==> config.mk <==
export PLATFORM = sky130hd
export DESIGN_NAME = pipe_addsub_flat
export DESIGN_NICKNAME = d
export VERILOG_FILES = /design/src/rtl/pipe_addsub_if.sv /design/src/rtl/pipe_addsub.sv /design/src/flat_wrapper.sv
export SDC_FILE = /design/constraint.sdc
export NUM_CORES = 1
export LEC_CHECK = 0
export CAP_MARGIN = 20
export CELL_PAD_IN_SITES_DETAIL_PLACEMENT = 1
export CELL_PAD_IN_SITES_GLOBAL_PLACEMENT = 2
export CORE_ASPECT_RATIO = 1.75
export CORE_UTILIZATION = 35
export DETAILED_ROUTE_END_ITERATION = 8
export PLACE_DENSITY = 0.91
export SKIP_CTS_REPAIR_TIMING = 1
export SYNTH_ARGS = -nofsm -noshare
export SYNTH_HDL_FRONTEND = slang
export SYNTH_SLANG_ARGS = --single-unit
export TNS_END_PERCENT = 30
==> constraint.sdc <==
create_clock -name clk -period 4.48 [get_ports clk]
set_input_delay 0.672 -clock clk [delete_from_list [all_inputs] [get_ports clk]]
set_output_delay 0.672 -clock clk [all_outputs]
set_load 0.05 [all_outputs]
==> src/rtl/pipe_addsub_if.sv <==
// -----------------------------------------------------------------------------
// pipe_addsub_if
//   Bundles the operand-side and result-side valid/ready handshakes of
//   pipe_addsub into one interface.
//
//   Signals
//     in_valid   operand beat offered              (master -> slave)
//     in_ready   slave accepts a beat this cycle   (slave  -> master)
//     A, B       operands, DATA_WIDTH bits         (master -> slave)
//     sub        0: A+B, 1: A-B                    (master -> slave)
//     out_valid  result beat valid                 (slave  -> master)
//     out_ready  downstream accepts the result     (master -> slave)
//     S_out      {carry, sum}, DATA_WIDTH+1 bits   (slave  -> master)
//     ovf        signed overflow of the sum        (slave  -> master)
//
//   Modports
//     master  the side that sources operands and sinks results
//     slave   the adder itself
// -----------------------------------------------------------------------------
interface pipe_addsub_if #(
  parameter int DATA_WIDTH = 16
);
  logic                  in_valid;
  logic                  in_ready;
  logic [DATA_WIDTH-1:0] A;
  logic [DATA_WIDTH-1:0] B;
  logic                  sub;
  logic                  out_valid;
  logic                  out_ready;
  logic [DATA_WIDTH:0]   S_out;
  logic                  ovf;

  modport master (
    output in_valid, A, B, sub, out_ready,
    input  in_ready, out_valid, S_out, ovf
  );

  modport slave (
    input  in_valid, A, B, sub, out_ready,
    output in_ready, out_valid, S_out, ovf
  );
endinterface

==> src/rtl/pipe_addsub.sv <==
// -----------------------------------------------------------------------------
// pipe_addsub
//   Pipelined two's-complement adder/subtractor. The DATA_WIDTH-bit add is
//   cut into STAGES carry-ripple segments of SEG = DATA_WIDTH/STAGES bits,
//   one register boundary per segment. Subtraction is A + ~B + 1: B is
//   inverted and the carry-in set on entry to segment 0.
//
//   Parameters
//     DATA_WIDTH  operand width (must be a multiple of STAGES)
//     STAGES      pipeline depth; 1 gives a registered full-width adder
//
//   Ports
//     clk    rising-edge clock
//     rst_n  synchronous active-low reset; clears every stage and the output
//     bus    pipe_addsub_if.slave: operand/result handshakes, S_out, ovf
//
//   Flow control
//     A single global advance enable moves the whole pipeline, bubbles
//     included: w_adv = !out_valid || out_ready, and in_ready = w_adv while
//     out of reset. A beat accepted on edge n is presented after edge
//     n+STAGES-1.
// -----------------------------------------------------------------------------
module pipe_addsub #(
  parameter int DATA_WIDTH = 16,
  parameter int STAGES     = 4
) (
  input  logic          clk,
  input  logic          rst_n,
  pipe_addsub_if.slave  bus
);

  localparam int SEG = DATA_WIDTH / STAGES;

  // Last-stage view, driven from inside the generate loop.
  logic                  w_last_valid;
  logic                  w_last_carry;
  logic [DATA_WIDTH-1:0] w_last_sum;
  logic                  w_ovf_next;
  logic                  r_ovf;
  logic                  w_adv;

  assign w_adv        = !w_last_valid || bus.out_ready;
  // Gated with rst_n so nothing is offered acceptance while in reset.
  assign bus.in_ready = rst_n && w_adv;

  assign bus.out_valid = w_last_valid;
  assign bus.S_out     = {w_last_carry, w_last_sum};
  assign bus.ovf       = r_ovf;

  genvar gi;
  generate
    for (gi = 0; gi < STAGES; gi++) begin : g_stage
      // Operand bits still to be consumed when entering this segment.
      localparam int HW = DATA_WIDTH - gi * SEG;

      logic [HW-1:0]          w_a_src;
      logic [HW-1:0]          w_b_src;     // already inverted for sub
      logic                   w_cin;
      logic                   w_valid_src;
      logic [SEG:0]           w_seg;       // {carry-out, segment sum}
      logic [(gi+1)*SEG-1:0]  w_sum_next;

      logic                   r_valid;
      logic                   r_carry;
      logic [(gi+1)*SEG-1:0]  r_sum;       // sum bits produced so far

      if (gi == 0) begin : g_src
        // Entry: invert B and inject carry-in = sub in one place so the
        // subtract flag never has to travel down the pipe on its own.
        assign w_a_src     = bus.A;
        assign w_b_src     = bus.B ^ {DATA_WIDTH{bus.sub}};
        assign w_cin       = bus.sub;
        assign w_valid_src = bus.in_valid;
        assign w_sum_next  = w_seg[SEG-1:0];
      end else begin : g_src
        assign w_a_src     = g_stage[gi-1].g_fwd.r_a_hi;
        assign w_b_src     = g_stage[gi-1].g_fwd.r_b_hi;
        assign w_cin       = g_stage[gi-1].r_carry;
        assign w_valid_src = g_stage[gi-1].r_valid;
        assign w_sum_next  = {w_seg[SEG-1:0], g_stage[gi-1].r_sum};
      end

      // SEG-bit ripple segment; the extra MSB is the carry-out.
      assign w_seg = {1'b0, w_a_src[SEG-1:0]}
                   + {1'b0, w_b_src[SEG-1:0]}
                   + {{SEG{1'b0}}, w_cin};

      always_ff @(posedge clk) begin
        if (!rst_n) begin
          r_valid <= 1'b0;
          r_carry <= 1'b0;
          r_sum   <= '0;
        end else if (w_adv) begin
          r_valid <= w_valid_src;
          r_carry <= w_seg[SEG];
          r_sum   <= w_sum_next;
        end
      end

      if (gi < STAGES - 1) begin : g_fwd
        // Unconsumed upper operand bits ride along with the beat; the
        // registers shrink by SEG bits each stage.
        logic [HW-SEG-1:0] r_a_hi;
        logic [HW-SEG-1:0] r_b_hi;

        always_ff @(posedge clk) begin
          if (!rst_n) begin
            r_a_hi <= '0;
            r_b_hi <= '0;
          end else if (w_adv) begin
            r_a_hi <= w_a_src[HW-1:SEG];
            r_b_hi <= w_b_src[HW-1:SEG];
          end
        end
      end

      if (gi == STAGES - 1) begin : g_last
        // Signed overflow: operands (after B inversion) share a sign and
        // the result sign differs from it.
        assign w_ovf_next   = (w_a_src[HW-1] == w_b_src[HW-1])
                           && (w_seg[SEG-1] != w_a_src[HW-1]);
        assign w_last_valid = r_valid;
        assign w_last_carry = r_carry;
        assign w_last_sum   = r_sum;
      end
    end
  endgenerate

  // Overflow flag is registered alongside the last segment.
  always_ff @(posedge clk) begin
    if (!rst_n) begin
      r_ovf <= 1'b0;
    end else if (w_adv) begin
      r_ovf <= w_ovf_next;
    end
  end

endmodule

==> src/flat_wrapper.sv <==
// flat-port wrapper written by rule: the top's interface ports become plain ports
module pipe_addsub_flat 
#(
  parameter int DATA_WIDTH = 16,
  parameter int STAGES     = 4
)
  (clk, rst_n, bus_in_valid, bus_A, bus_B, bus_sub, bus_out_ready, bus_in_ready, bus_out_valid, bus_S_out, bus_ovf);
  pipe_addsub_if #(.DATA_WIDTH(DATA_WIDTH)) bus_i ();
  input  logic clk;
  input  logic rst_n;
  input wire logic [$bits(bus_i.in_valid)-1:0] bus_in_valid;
  input wire logic [$bits(bus_i.A)-1:0] bus_A;
  input wire logic [$bits(bus_i.B)-1:0] bus_B;
  input wire logic [$bits(bus_i.sub)-1:0] bus_sub;
  input wire logic [$bits(bus_i.out_ready)-1:0] bus_out_ready;
  output wire logic [$bits(bus_i.in_ready)-1:0] bus_in_ready;
  output wire logic [$bits(bus_i.out_valid)-1:0] bus_out_valid;
  output wire logic [$bits(bus_i.S_out)-1:0] bus_S_out;
  output wire logic [$bits(bus_i.ovf)-1:0] bus_ovf;
  assign bus_i.in_valid = bus_in_valid;
  assign bus_i.A = bus_A;
  assign bus_i.B = bus_B;
  assign bus_i.sub = bus_sub;
  assign bus_i.out_ready = bus_out_ready;
  assign bus_in_ready = bus_i.in_ready;
  assign bus_out_valid = bus_i.out_valid;
  assign bus_S_out = bus_i.S_out;
  assign bus_ovf = bus_i.ovf;
  pipe_addsub #(.DATA_WIDTH(DATA_WIDTH), .STAGES(STAGES)) u_core (.clk(clk), .rst_n(rst_n), .bus(bus_i));
endmodule
==> metrics.yaml <==
worst_setup_path:
  cp-startpoint: "rst_n"
  endpoint_kind: "primary output"
  required_ns: 3.81
  critical_path.max_fanout: 16
  r2r_end: "u_core.g_stage[0].r_sum[3]"
  critPathLaunchType: "primary input"
  crit_end: "bus_in_ready"
  r2r_cells: 4
  r2r_setup_slack_ns: 2.56
  path_class: "primary input to primary output"
  arrival_ns: 2.62
  reg2reg_from: "u_core.bus.out_valid"
timing:
  finalCritPeriodShare_pct: 73.5
  finalMaxSlewViolations: 0
  rsz0062_at_grt: "false"
  fin_tns_setup_ns: 0
  hold_viol: 0
  clock_skew_ns: 0.00900
  layout_setup_ws_ns: 1.19
  fmax_mhz: 304
  finalSetupViolCount: 0
  finalCriticalPeriod_ns: 3.29
  slew-limit-headroom_pct: 37.7
  worstMarginPinSlew_ns: 0.934
clock_network:
  cts-htree-levels: 3
  cts_root_buf: "clkbuf_16"
  cts_tree: "built"
  path_clk_slew_ns: 0.07
  cts_made_buffers: 9
  clk_latency_ns: 0.34
  cts.sinks: 97
  cts_buffer_depth: 2
drt:
  avgViaCountPerCell: 5.05
  dr.pass1.iters: 4
  wl_per_cell_um: 14.7
  drt_iter0_drc: 177
  drc: 0
  via_count: 3336
  ant_nets: 0
  wl_um: 9730
die:
  die_y_um: 145
  die_x_um: 83.8
  io_pins: 57
  fp-row-count: 51
  initial_core_util_pct: 36.5
  coreArea_mm2: 0.0112
  fp.dieArea_mm2: 0.0122
synth:
  synth_top_family_by_area: "simple AND/OR/NAND/NOR gates"
  syn_area_mm2: 0.00410
  synthXorXnorAreaFrac_pct: 4.27
  yosysWarningCount: 0
  synth_area_leaders: "dfxtp_1 47%, nand2_1 13%, a21oi_1 8.9%"
  yosys.area.top_type_share_pct: 47.4
  synth-compound-area-share_pct: 15.9
  synth_most_common_cell: "nand2_1"
  syn_nets: 546
  yosys.area_share.simple_pct: 18.8
  synth_fa_ha_area_share_pct: 7.08
  async_flop_share_pct: 0
  postSynthCellCount: 490
  avgSynthCellArea_um2: 8.36
  synth_seq_area_share_pct: 47.4
  netlist_top_cells_count: "138 x nand2_1, 97 x dfxtp_1, 73 x a21oi_1"
  muxShareOfSynthArea_pct: 0.244
  yosys_most_used_dff: "dfxtp_1"
  yosysTopAreaCell: "dfxtp_1"
  synth_edf_count: 0
  yosysUniqueCellTypes: 40
  ys_ff_latch: 97
grt:
  overflow: 0
  grt_pass1_vias: 3525
  busiest_layer: "met2"
  grtUsageTotal_pct: 17.0
  grtUsageMet1_pct: 18.5
  grtUsageMet3_pct: 2.28
  met2_usage_pct: 32.1
  antenna_found_initial: 0
  grt_start_max_net_pins: 112
  grt_pass1_wl_um: 16500
power:
  peakVddDrop_v: 0.000215
  p_leak_uw: 0.00190
  p_per_area_mw_per_mm2: 402
  p_total_uw: 2010
placed_design:
  place_congestion: 0.751
  dpl.hpwl_um: 6410
  place_inst: 644
  portBuffers: 56
  dp_slack_ns: 1.21
finish:
  final_cells: 661
  finalNetCount: 580
  drive_above_1_share_pct: 4.16
  area_growth_syn_to_layout_pct: 22.4
  fillerInstances: 1350
  diodes: 0
flow_run:
  cap_viol_max_count: 0
worst_hold_path:
  hold_class: "flip-flop to flip-flop"
run_status:
  status: "completed"
where the power goes:
group          switching (uW)  internal (uW)  leakage (uW)
combinational             125            105      0.000949
sequential               33.2            918      0.000797
clock                     338            495      0.000157
routing by layer:
metal  up-vias  wire length (um)
met2        44              5500
met1      1598              3820
met5         -                 0
met4         0               234
li1       1681                 -
met3        13               178
through the flow:
step	cell area (um^2)	hold slack (ns)	utilization, %
global route	5010	0.475	44.6
floorplan	4100	0.432	-
global placement	4660	0.440	41.5
detailed placement	4660	0.445	41.5
CTS	4990	0.456	44.4
finish	5010	0.453	44.6
final cells by class:
class | instances | area (um^2) | area share, %
multi-input combinational | 340 | 1910 | 38.1
tap | 132 | 165 | 3.29
clock inverter | 7 | 103 | 2.05
timing repair buffer | 59 | 603 | 12.0
inverter | 17 | 63.8 | 1.27
clock buffer | 9 | 225 | 4.49
sequential | 97 | 1940 | 38.7
flip-flops by register name, summed over array words and instances, names as in the netlist:
register / count
u_core.g_stage.r_sum: 40
u_core.g_stage.g_fwd.r_a_hi: 24
u_core.g_stage.g_fwd.r_b_hi: 24
u_core.g_stage.r_carry: 4
u_core.g_stage.r_valid: 3
u_core.bus.out_valid: 1
u_core.bus.ovf: 1
critical path, stage by stage:
cell,delay [ns]
clkdlybuf4s50_1,0.87
inv_2,0.07
nor2_1,0.17
clkdlybuf4s50_1,0.83
kinds of logic (layout without fill, tap and decap cells):
family / Yosys count / in the layout
AND/OR/NAND/NOR: 189 / 189
AO/OA/AOI/OAI: 111 / 111
flip-flops: 97 / 97
buffers and inverters: 53 / 92
XOR/XNOR: 20 / 20
adder cells (fa/ha/maj): 19 / 19
multiplexers: 1 / 1
cell usage in the layout, fill, tap and decap left out, types with 7 or more instances in the layout:
cell type,count
a21oi_1,73
ha_1,12
clkdlybuf4s50_1,56
nand2_1,138
nor2_1,26
a211oi_1,19
fa_1,7
dfxtp_1,97
clkbuf_16,9
xnor2_1,15
inv_1,16
worst min path at each step:
stage	start	endpoint	slack, ns	depth (start not counted)
after floorplan	u_core.g_stage[0].g_fwd.r_a_hi[0]	u_core.g_stage[0].g_fwd.r_a_hi[0]	0.43	2
after global placement	u_core.g_stage[1].r_valid	u_core.g_stage[1].r_valid	0.44	2
after detailed placement	u_core.g_stage[0].g_fwd.r_a_hi[9]	u_core.g_stage[0].g_fwd.r_a_hi[9]	0.44	2
after CTS	u_core.g_stage[0].g_fwd.r_a_hi[9]	u_core.g_stage[0].g_fwd.r_a_hi[9]	0.46	2
after global routing	u_core.g_stage[0].g_fwd.r_a_hi[9]	u_core.g_stage[0].g_fwd.r_a_hi[9]	0.47	2
final	u_core.g_stage[2].r_sum[6]	u_core.g_stage[2].r_sum[6]	0.45	2
Note: power is estimated with default switching activity, not from simulation.
